File: config.mk
export PLATFORM = sky130hd
export DESIGN_NAME = sdram_port_arbiter
export DESIGN_NICKNAME = d
export VERILOG_FILES = /design/src/rtl/accel_bus_pkg.sv /design/src/rtl/rd_tag_fifo.sv /design/src/rtl/sdram_port_arbiter.sv
export SDC_FILE = /design/constraint.sdc
export NUM_CORES = 1
export LEC_CHECK = 0
export CAP_MARGIN = 20
export CORE_AREA = 2 2 118 120
export CTS_CLUSTER_SIZE = 8
export DETAILED_ROUTE_END_ITERATION = 12
export DIE_AREA = 0 0 120 122
export HOLD_SLACK_MARGIN = 0.03
export PLACE_DENSITY = 0.54
export SLEW_MARGIN = 20
export SYNTH_ARGS = -nofsm -noshare
export SYNTH_HDL_FRONTEND = slang
export SYNTH_SLANG_ARGS = --single-unit
File: constraint.sdc
create_clock -name clk -period 6.26 [get_ports clk]
set_input_delay 0.626 -clock clk [delete_from_list [all_inputs] [get_ports clk]]
set_output_delay 0.626 -clock clk [all_outputs]
set_load 0.02 [all_outputs]
File: src/rtl/accel_bus_pkg.sv
// accel_bus_pkg -- shared definitions for the accelerator-side memory bus.
//
// Contents:
//   BUS_ADDR_W / BUS_DATA_W : default byte-address and data widths for bus ports
//   req_id_t                : 1-bit requester identifier (r0 / r1)
//   arb_state_t             : arbiter grant state (open for arbitration / locked)
//   other_req()             : the requester that is not the one given
package accel_bus_pkg;

  localparam int unsigned BUS_ADDR_W = 32;
  localparam int unsigned BUS_DATA_W = 32;

  typedef logic req_id_t;

  localparam req_id_t REQ_ID_R0 = 1'b0;
  localparam req_id_t REQ_ID_R1 = 1'b1;

  typedef enum logic {
    ARB_OPEN   = 1'b0,
    ARB_LOCKED = 1'b1
  } arb_state_t;

  function automatic req_id_t other_req(input req_id_t id);
    return ~id;
  endfunction

endpackage

File: src/rtl/rd_tag_fifo.sv
// rd_tag_fifo -- in-order FIFO of requester IDs for outstanding reads.
//
// Ports:
//   clk, rst_n : rising-edge clock, synchronous active-low reset (empties FIFO)
//   push       : record push_id (ignored while full)
//   push_id    : requester ID of the accepted read
//   pop        : drop the head entry (ignored while empty)
//   head_id    : requester ID at the head (oldest outstanding read)
//   full/empty : occupancy flags, derived from the registered pointers only
module rd_tag_fifo
  import accel_bus_pkg::*;
#(
  parameter int unsigned DEPTH = 4
) (
  input  logic    clk,
  input  logic    rst_n,
  input  logic    push,
  input  req_id_t push_id,
  input  logic    pop,
  output req_id_t head_id,
  output logic    full,
  output logic    empty
);

  localparam int unsigned IDX_W = $clog2(DEPTH);
  localparam logic [IDX_W:0] PTR_INC = {{IDX_W{1'b0}}, 1'b1};

  // Pointers carry one extra wrap bit so full and empty are distinguishable.
  logic [IDX_W:0]   wr_ptr_q, wr_ptr_d;
  logic [IDX_W:0]   rd_ptr_q, rd_ptr_d;
  logic [DEPTH-1:0] slot_q, slot_d;

  assign empty   = (wr_ptr_q == rd_ptr_q);
  assign full    = (wr_ptr_q[IDX_W] != rd_ptr_q[IDX_W]) &&
                   (wr_ptr_q[IDX_W-1:0] == rd_ptr_q[IDX_W-1:0]);
  assign head_id = slot_q[rd_ptr_q[IDX_W-1:0]];

  // Next pointer and storage values for push and pop.
  always_comb begin
    wr_ptr_d = wr_ptr_q;
    rd_ptr_d = rd_ptr_q;
    slot_d   = slot_q;
    if (push && !full) begin
      slot_d[wr_ptr_q[IDX_W-1:0]] = push_id;
      wr_ptr_d = wr_ptr_q + PTR_INC;
    end else begin
      wr_ptr_d = wr_ptr_q;
    end
    if (pop && !empty) begin
      rd_ptr_d = rd_ptr_q + PTR_INC;
    end else begin
      rd_ptr_d = rd_ptr_q;
    end
  end

  // Pointer and storage registers.
  always_ff @(posedge clk) begin
    if (!rst_n) begin
      wr_ptr_q <= {(IDX_W+1){1'b0}};
      rd_ptr_q <= {(IDX_W+1){1'b0}};
      slot_q   <= {DEPTH{1'b0}};
    end else begin
      wr_ptr_q <= wr_ptr_d;
      rd_ptr_q <= rd_ptr_d;
      slot_q   <= slot_d;
    end
  end

endmodule

File: src/rtl/sdram_port_arbiter.sv
// sdram_port_arbiter -- two-port Avalon-MM arbiter in front of an SDRAM controller.
//
// Commands from r0/r1 are arbitrated round-robin and the winner is forwarded
// combinationally to mem_*. A stalled command locks the grant until accepted.
// Accepted reads record their requester in rd_tag_fifo so pipelined returns
// (in issue order) are routed back to the right port.
//
// Ports:
//   clk, rst_n                 : clock, synchronous active-low reset
//   rN_address/read/write/
//   rN_writedata               : requester N command
//   rN_waitrequest             : 1 unless rN's command is accepted this cycle
//   rN_readdata/readdatavalid  : read return (data shared, valid per requester)
//   mem_address/read/write/
//   mem_writedata              : forwarded command to the SDRAM controller
//   mem_waitrequest            : controller stall
//   mem_readdata/readdatavalid : controller read return
//   err                        : sticky; a return arrived with no read outstanding
module sdram_port_arbiter
  import accel_bus_pkg::*;
#(
  parameter int unsigned ADDR_W = BUS_ADDR_W,
  parameter int unsigned DATA_W = BUS_DATA_W,
  parameter int unsigned MAX_RD = 4
) (
  input  logic              clk,
  input  logic              rst_n,
  input  logic [ADDR_W-1:0] r0_address,
  input  logic              r0_read,
  input  logic              r0_write,
  input  logic [DATA_W-1:0] r0_writedata,
  output logic              r0_waitrequest,
  output logic [DATA_W-1:0] r0_readdata,
  output logic              r0_readdatavalid,
  input  logic [ADDR_W-1:0] r1_address,
  input  logic              r1_read,
  input  logic              r1_write,
  input  logic [DATA_W-1:0] r1_writedata,
  output logic              r1_waitrequest,
  output logic [DATA_W-1:0] r1_readdata,
  output logic              r1_readdatavalid,
  output logic [ADDR_W-1:0] mem_address,
  output logic              mem_read,
  output logic              mem_write,
  output logic [DATA_W-1:0] mem_writedata,
  input  logic              mem_waitrequest,
  input  logic [DATA_W-1:0] mem_readdata,
  input  logic              mem_readdatavalid,
  output logic              err
);

  arb_state_t state_q, state_d;
  req_id_t    lock_id_q, lock_id_d;
  req_id_t    prio_q, prio_d;
  logic       err_q, err_d;

  logic       elig0_s, elig1_s;
  logic       gnt_valid_s;
  req_id_t    gnt_id_s;
  logic       sel_write_s;
  logic       accept_s;
  logic       fifo_full_s, fifo_empty_s;
  req_id_t    fifo_head_s;
  logic       ret_valid_s;

  // A write wins over a simultaneous read, so only pure reads are held off
  // by a full tag FIFO; that lets a writer take the grant instead.
  assign elig0_s = r0_write | (r0_read & ~fifo_full_s);
  assign elig1_s = r1_write | (r1_read & ~fifo_full_s);

  // Grant selection, acceptance, lock and priority-pointer next state.
  always_comb begin
    state_d     = state_q;
    lock_id_d   = lock_id_q;
    prio_d      = prio_q;
    gnt_valid_s = 1'b0;
    gnt_id_s    = REQ_ID_R0;
    case (state_q)
      ARB_LOCKED: begin
        gnt_id_s    = lock_id_q;
        gnt_valid_s = (lock_id_q == REQ_ID_R1) ? elig1_s : elig0_s;
      end
      ARB_OPEN: begin
        if (elig0_s && elig1_s) begin
          gnt_valid_s = 1'b1;
          gnt_id_s    = prio_q;
        end else if (elig0_s) begin
          gnt_valid_s = 1'b1;
          gnt_id_s    = REQ_ID_R0;
        end else if (elig1_s) begin
          gnt_valid_s = 1'b1;
          gnt_id_s    = REQ_ID_R1;
        end else begin
          gnt_valid_s = 1'b0;
          gnt_id_s    = REQ_ID_R0;
        end
      end
      default: begin
        gnt_valid_s = 1'b0;
        gnt_id_s    = REQ_ID_R0;
      end
    endcase

    accept_s = gnt_valid_s & ~mem_waitrequest;

    if (accept_s) begin
      state_d = ARB_OPEN;
      prio_d  = other_req(gnt_id_s);
    end else if (gnt_valid_s) begin
      // Command stalled: keep it on the bus unchanged until accepted.
      state_d   = ARB_LOCKED;
      lock_id_d = gnt_id_s;
    end else begin
      state_d = ARB_OPEN;
    end
  end

  // Forward the granted requester's command.
  assign sel_write_s   = (gnt_id_s == REQ_ID_R1) ? r1_write : r0_write;
  assign mem_address   = (gnt_id_s == REQ_ID_R1) ? r1_address : r0_address;
  assign mem_writedata = (gnt_id_s == REQ_ID_R1) ? r1_writedata : r0_writedata;
  assign mem_write     = gnt_valid_s & sel_write_s;
  assign mem_read      = gnt_valid_s & ~sel_write_s;

  assign r0_waitrequest = ~(accept_s && (gnt_id_s == REQ_ID_R0));
  assign r1_waitrequest = ~(accept_s && (gnt_id_s == REQ_ID_R1));

  // A return with nothing outstanding is not routed anywhere.
  assign ret_valid_s      = mem_readdatavalid & ~fifo_empty_s;
  assign r0_readdata      = mem_readdata;
  assign r1_readdata      = mem_readdata;
  assign r0_readdatavalid = ret_valid_s & (fifo_head_s == REQ_ID_R0);
  assign r1_readdatavalid = ret_valid_s & (fifo_head_s == REQ_ID_R1);

  // Sticky error on an orphan return.
  always_comb begin
    err_d = err_q;
    if (mem_readdatavalid && fifo_empty_s) begin
      err_d = 1'b1;
    end else begin
      err_d = err_q;
    end
  end
  assign err = err_q;

  rd_tag_fifo #(
    .DEPTH (MAX_RD)
  ) u_rd_tag_fifo (
    .clk     (clk),
    .rst_n   (rst_n),
    .push    (accept_s & mem_read),
    .push_id (gnt_id_s),
    .pop     (mem_readdatavalid),
    .head_id (fifo_head_s),
    .full    (fifo_full_s),
    .empty   (fifo_empty_s)
  );

  // Arbiter state registers; reset favours r0.
  always_ff @(posedge clk) begin
    if (!rst_n) begin
      state_q   <= ARB_OPEN;
      lock_id_q <= REQ_ID_R0;
      prio_q    <= REQ_ID_R0;
      err_q     <= 1'b0;
    end else begin
      state_q   <= state_d;
      lock_id_q <= lock_id_d;
      prio_q    <= prio_d;
      err_q     <= err_d;
    end
  end

endmodule

==> impl_metrics.yaml, run 1 <==
synthesis:
  synth_ff_type: "dfxtp_1"
  yosys_warnings: 0
  async_flop_share_pct: 0
  ys_ff_latch: 14
  synthDistinctLibCells: 38
  syn_nets: 406
  netlist_area_mm2: 0.00211
  seq_area_frac_synth_pct: 13.3
  synth_cells: 233
  syn_avg_cell_area_um2: 9.04
  synth_edf_count: 0
place:
  place_area_mm2: 0.00387
  gp_congestion: 0.808
  place_ws_ns: 1.76
  portBuffers: 206
  dp_hpwl_um: 7200
critical_path:
  startpoint_type: "input pin"
  r2r-end: "prio_q$_SDFFE_PN0P_"
  r2r_cells: 5
  ff2ff_setup_slack_ns: 3.78
  worstSetupEndpointType: "output pin"
  path_class: "input pin to output pin"
  cp.required_ns: 5.63
  arrival_ns: 3.80
  worstPathMaxFanout: 41
  reg2reg_from: "u_rd_tag_fifo.wr_ptr_q[1]$_SDFFE_PN0P_"
timing:
  worstMarginPinSlew_ns: 0.875
  relSlewSlack_pct: 41.7
  skew_ns: 0.00447
  period_share_pct: 70.7
  finalSetupViolations: 0
  finalHoldViolations: 0
  setup_tns_ns: 0
  fmaxAchievable_ghz: 0.226
  fin_crit_ns: 4.43
  rsz0062_at_grt: "no"
  fin_ws_ns: 1.83
  slew_violations: 0
clock_tree:
  cts-root-buf: "clkbuf_16"
  clkTransAtPathRegs_ns: 0.05
  clkLatencyLatePin_ns: 0.24
  cts_buffers: 3
  cts-resized-gates: 0
  cts_tree: "done"
  hold_buffers: 0
  post_cts_buffers: 0
  htreeDepth: 1
  clockBufferDepth: 2
  clkSinkCount: 14
detailed_routing:
  vias_per_cell: 3.84
  drt_wl_total_um: 8510
  drc_errors: 0
  drt_iter0_markers: 89
  wl_per_cell_um: 15.4
  dr.pass1.iters: 4
  antenna_left: 0
  vias: 2121
global_routing:
  grt_pass1_wl_um: 12400
  grt_use_total_pct: 10.8
  overflow: 0
  grt_pass1_vias: 2231
  antenna_found_initial: 0
  grt_max_degree: 42
layout:
  multi_input_area_mm2: 0.00127
  fin_area_mm2: 0.00396
  drive_gt1_share_pct: 11.6
  syn_to_final_growth_pct: 88.2
  nNetsFinal: 546
  antenna_cells: 0
  fill_cells: 1429
  seq_area_um2: 280
hold_path:
  worstHoldEndpoint: "err$_SDFFE_PN0P_"
  min-delay-start: "err$_SDFFE_PN0P_"
  holdCritPathClass: "flop to flop"
  min_path_cells: 1
floorplanning:
  core_area_mm2: 0.0135
  die_y_um: 122
  die_w_um: 120
  die-area_mm2: 0.0146
  start_util_pct: 15.6
  pin_count: 303
  rows: 43
power:
  powerDensity_mw_per_mm2: 147
  leakagePower_nw: 1.49
  vdd_ir_drop_max_mv: 0.108
run_status:
  status: "complete, no violations"
flow_run:
  maxCapViolCount: 0
cell usage after synthesis (5+ instances only):
| master | count | area (um2) |
|---|---|---|
| nor2_1 | 8 | 30.0 |
| nand2_1 | 8 | 30.0 |
| mux2_1 | 29 | 327 |
| inv_1 | 7 | 26.3 |
| mux2_2 | 35 | 394 |
| ha_1 | 5 | 62.6 |
| nand4_1 | 5 | 31.3 |
| mux2i_1 | 6 | 60.1 |
| dfxtp_1 | 14 | 280 |
| buf_4 | 67 | 503 |
routing by layer:
metal	up-vias	routed length [um]	global-route usage (%)
li1	1038	-	-
met1	947	3360	13.0
met2	123	4360	19.3
met3	13	718	3.00
met4	0	78	2.35
met5	-	0	0
cell usage in the layout, fill, tap and decap left out, types with 2 or more instances in the layout:
| cell | instances |
|---|---|
| a21oi_1 | 4 |
| clkbuf_16 | 3 |
| clkdlybuf4s50_1 | 206 |
| dfxtp_1 | 14 |
| ha_1 | 5 |
| inv_1 | 7 |
| mux2_1 | 29 |
| mux2_2 | 35 |
| mux2i_1 | 6 |
| nand2_1 | 8 |
| nand4_1 | 5 |
| nor2_1 | 8 |
| nor2b_1 | 3 |
| nor3_1 | 4 |
| o31a_1 | 2 |
| o31ai_1 | 4 |
| or3_1 | 3 |
| xnor2_1 | 2 |
| xor2_1 | 4 |
registers in the layout, summed over array words and instances, names as in the netlist:
| signal | cells |
|---|---|
| u_rd_tag_fifo.slot_q | 4 |
| u_rd_tag_fifo.rd_ptr_q | 3 |
| u_rd_tag_fifo.wr_ptr_q | 3 |
| err | 1 |
| lock_id_q | 1 |
| prio_q | 1 |
| state_q | 1 |
per-stage QoR:
step	utilization (%)	power [mW]	hold WS [ns]	std cells
6_report	29.4	0.584	0.463	552
5_1_grt	29.4	0.617	0.488	552
4_1_cts	29.4	0.591	0.461	552
3_5_place_dp	28.7	0.455	0.455	548
3_3_place_gp	28.7	0.455	0.442	548
2_1_floorplan	-	0.321	0.432	233
report_power, final:
group          internal, mW  total [mW]  switching, mW
clock network        0.0967       0.132         0.0358
registers            0.0949       0.101        0.00651
logic                 0.203       0.350          0.147
critical path, stage by stage:
cell             delay (ns)
clkdlybuf4s50_1        0.59
nor2b_1                0.22
o31a_1                 0.22
a211o_2                0.70
buf_4                  0.48
mux2_1                 0.39
clkdlybuf4s50_1        0.56
cells by family (layout without fill, tap and decap cells):
group | count (synthesis) | count (layout) | synth area share (%)
buffers and inverters | 79 | 218 | 26.3
muxes | 71 | 71 | 38.1
xor gates and xnor gates | 6 | 6 | 2.50
and+or+nand+nor | 38 | 38 | 9.39
adders and majority gates | 5 | 5 | 2.97
AOI/OAI and AO/OA | 20 | 20 | 7.43
DFF | 14 | 14 | 13.3
worst max path at each step:
stage                     slack (ns)  startpoint  cells after the start          endpoint
after floorplan                 3.59    r0_write                      6   mem_address[27]
after global placement          1.85    r0_write                      7  mem_writedata[2]
after detailed placement        1.76    r0_write                      7   mem_address[28]
after CTS                       1.75    r0_write                      7   mem_address[28]
after global routing            1.62    r0_write                      7   mem_address[28]
final                           1.83    r0_write                      7   mem_address[28]
area by class of cell:
class                      count  share of cell area (%)
timing repair buffer         207                    52.2
multi-input combinational    140                    32.1
sequential                    14                    7.07
tap                          180                    5.68
clock buffer                   4                    2.24
inverter                       7                   0.663
Power figures use the tool's default switching activity.
==> run 2: changes to the inputs <==
--- a/config.mk
+++ b/config.mk
@@ -6,12 +6,12 @@
 export NUM_CORES = 1
 export LEC_CHECK = 0
 export CAP_MARGIN = 20
-export CORE_AREA = 2 2 118 120
+export CORE_AREA = 2 2 119 121
 export CTS_CLUSTER_SIZE = 8
 export DETAILED_ROUTE_END_ITERATION = 12
-export DIE_AREA = 0 0 120 122
+export DIE_AREA = 0 0 121 123
 export HOLD_SLACK_MARGIN = 0.03
-export PLACE_DENSITY = 0.54
+export PLACE_DENSITY = 0.53
 export SLEW_MARGIN = 20
 export SYNTH_ARGS = -nofsm -noshare
 export SYNTH_HDL_FRONTEND = slang
==> constraint.sdc (replaced) <==
create_clock -name clk -period 4.3 [get_ports clk]
set_input_delay 0.43 -clock clk [delete_from_list [all_inputs] [get_ports clk]]
set_output_delay 0.43 -clock clk [all_outputs]
set_load 0.02 [all_outputs]
==> run 2 against run 1 <==
Clock power grew 48%. First-iteration DRC count shrank 24%. Die area grew 1.7%. Flip-flop and latch count is the same. Global-route usage grew 0.65 points. Largest cell class unchanged. Sequential share of layout area is essentially flat. Routed wire length grew 7.5%. Register-to-register slack lost 2.2 ns. Clock skew shrank 0.0016 ns.
==> impl_metrics.yaml, run 2 (synthesized netlist as in run 1, its figures left out) <==
timing:
  slew_violations: 0
  rsz0062_at_grt: "no"
  fin_ws_ns: 0.524
  setup_tns_ns: 0
  fmaxAchievable_ghz: 0.265
  relSlewSlack_pct: 54.2
  finalSetupViolations: 0
  fin_crit_ns: 3.78
  period_share_pct: 87.8
  worstMarginPinSlew_ns: 0.682
  skew_ns: 0.00285
  finalHoldViolations: 0
power:
  seq_power_share_pct: 17.2
  switching_share_pct: 32.7
  vdd_ir_drop_max_mv: 0.122
  clkPwrFrac_pct: 22.6
  combinationalPowerShare_pct: 60.2
  finalPower_mw: 0.860
  leakagePower_nw: 1.50
  powerDensity_mw_per_mm2: 216
  p_sw_mw: 0.281
  p_int_mw: 0.579
critical_path:
  reg2reg_from: "u_rd_tag_fifo.wr_ptr_q[1]$_SDFFE_PN0P_"
  path_class: "flop to output pin"
  worstSetupEndpointType: "output pin"
  arrival_ns: 3.35
  crit_buf_inv: 2
  crit_chain: "xor2_1, nor4_1, a211o_2, buf_4, mux2_2, clkdlybuf4s50_1"
  startpoint_type: "flop"
  crit_start: "u_rd_tag_fifo.wr_ptr_q[1]$_SDFFE_PN0P_"
  worstPathMaxFanout: 22
  cp_slowest_cell: "a211o_2"
  cp.required_ns: 3.87
  path_delay_family: "buffers and inverters"
  slowest_delay_ns: 0.58
detailed_routing:
  drt_iter0_markers: 68
  vias_per_cell: 3.95
  vias: 2187
  dr.pass1.iters: 4
  drt_wl_total_um: 9150
  drc_errors: 0
  antenna_left: 0
  wl_per_cell_um: 16.5
global_routing:
  grt_use_total_pct: 11.5
  grt_pass1_wl_um: 13200
  grt_pass1_vias: 2296
  antenna_found_initial: 0
  overflow: 0
  grt_max_degree: 29
place:
  dp_hpwl_um: 7800
  gp_congestion: 0.839
  place_ws_ns: 0.578
  portBuffers: 206
clock_tree:
  clkLatencyLatePin_ns: 0.24
  cts-resized-gates: 0
  cts-root-buf: "clkbuf_16"
  cts_tree: "done"
  post_cts_buffers: 0
  cts_buffers: 3
  clkTransAtPathRegs_ns: 0.05
  htreeDepth: 1
  clockBufferDepth: 2
  clkSinkCount: 14
  hold_buffers: 0
layout:
  drive_gt1_share_pct: 11.8
  top_register: "u_rd_tag_fifo.slot_q"
  layout_commonest_cell: "clkdlybuf4s50_1"
  layout_common_cells: "clkdlybuf4s50_1 (206), mux2_2 (35), mux2_1 (29), dfxtp_1 (14)"
  multi_input_area_mm2: 0.00127
  fill_cells: 1450
  syn_to_final_growth_pct: 89.2
  largest_reg_flops: 4
  nNetsFinal: 547
  antenna_cells: 0
  seq_area_um2: 280
  reg_top3: "u_rd_tag_fifo.slot_q x4, u_rd_tag_fifo.rd_ptr_q x3, u_rd_tag_fifo.wr_ptr_q x3"
hold_path:
  min-delay-start: "u_rd_tag_fifo.slot_q[0]$_SDFFE_PN0P_"
  holdCritPathClass: "flop to flop"
floorplanning:
  core_area_mm2: 0.0136
  die-area_mm2: 0.0149
  die_w_um: 121
  die_y_um: 123
  pin_count: 303
  rows: 43
  start_util_pct: 15.5
flow_run:
  maxCapViolCount: 0
run_status:
  status: "complete, no violations"
run 2: path summary, 6_finish.rpt:
check	end	slack, ns	cells after the start
worst min-delay path	u_rd_tag_fifo.slot_q[0]$_SDFFE_PN0P_	0.47	2
worst min register to register	u_rd_tag_fifo.slot_q[0]$_SDFFE_PN0P_	0.47	2
worst max-delay path	mem_address[23]	0.52	6
worst max register to register	u_rd_tag_fifo.slot_q[3]$_SDFFE_PN0P_	1.63	6
run 2: cell type report:
cell class	instances	share of cell area, %
tap	180	5.65
clock buffer	4	2.23
multi-input combinational	140	32.0
sequential	14	7.04
inverter	7	0.660
timing repair buffer	208	52.4
run 2: worst min-delay path: cells and delay by family (launching register included):
kind | cells | cell delay [ns]
flops | 1 | 0.31
mux | 1 | 0.06
simple gates | 1 | 0.05
run 2: power by group through the flow:
stage          Clock, mW  Sequential [mW]  Combinational [mW]
2_1_floorplan          0            0.149               0.318
3_3_place_gp           0            0.150               0.518
3_5_place_dp           0            0.150               0.518
4_1_cts            0.199            0.148               0.524
5_1_grt            0.204            0.149               0.550
6_report           0.195            0.148               0.517
run 2: stage by stage:
stage / cells / cell area (um2) / util, % / hold WS (ns)
floorplan: 233 / 2110 / - / 0.432
global placement: 549 / 3890 / 28.6 / 0.446
detailed placement: 549 / 3890 / 28.6 / 0.456
CTS: 553 / 3980 / 29.3 / 0.462
global route: 553 / 3980 / 29.3 / 0.493
finish: 553 / 3980 / 29.3 / 0.468
run 2: per-layer routing:
metal / routed length [um] / vias up / GRT usage [%] / share of wire, %
met2: 4590 / 138 / 20.3 / 50
met3: 963 / 9 / 4.84 / 11
met1: 3550 / 994 / 13.3 / 39
met4: 55 / 0 / 1.24 / 0.60
met5: 0 / - / 0 / 0
li1: - / 1046 / - / -
==> run 3: changes to the inputs <==
--- a/config.mk
+++ b/config.mk
@@ -5,7 +5,6 @@
 export SDC_FILE = /design/constraint.sdc
 export NUM_CORES = 1
 export LEC_CHECK = 0
-export CAP_MARGIN = 20
 export CORE_AREA = 2 2 119 121
 export CTS_CLUSTER_SIZE = 8
 export DETAILED_ROUTE_END_ITERATION = 12
==> results of run 3 <==
The final DEF is identical to that of run 2; final timing and power are the same.
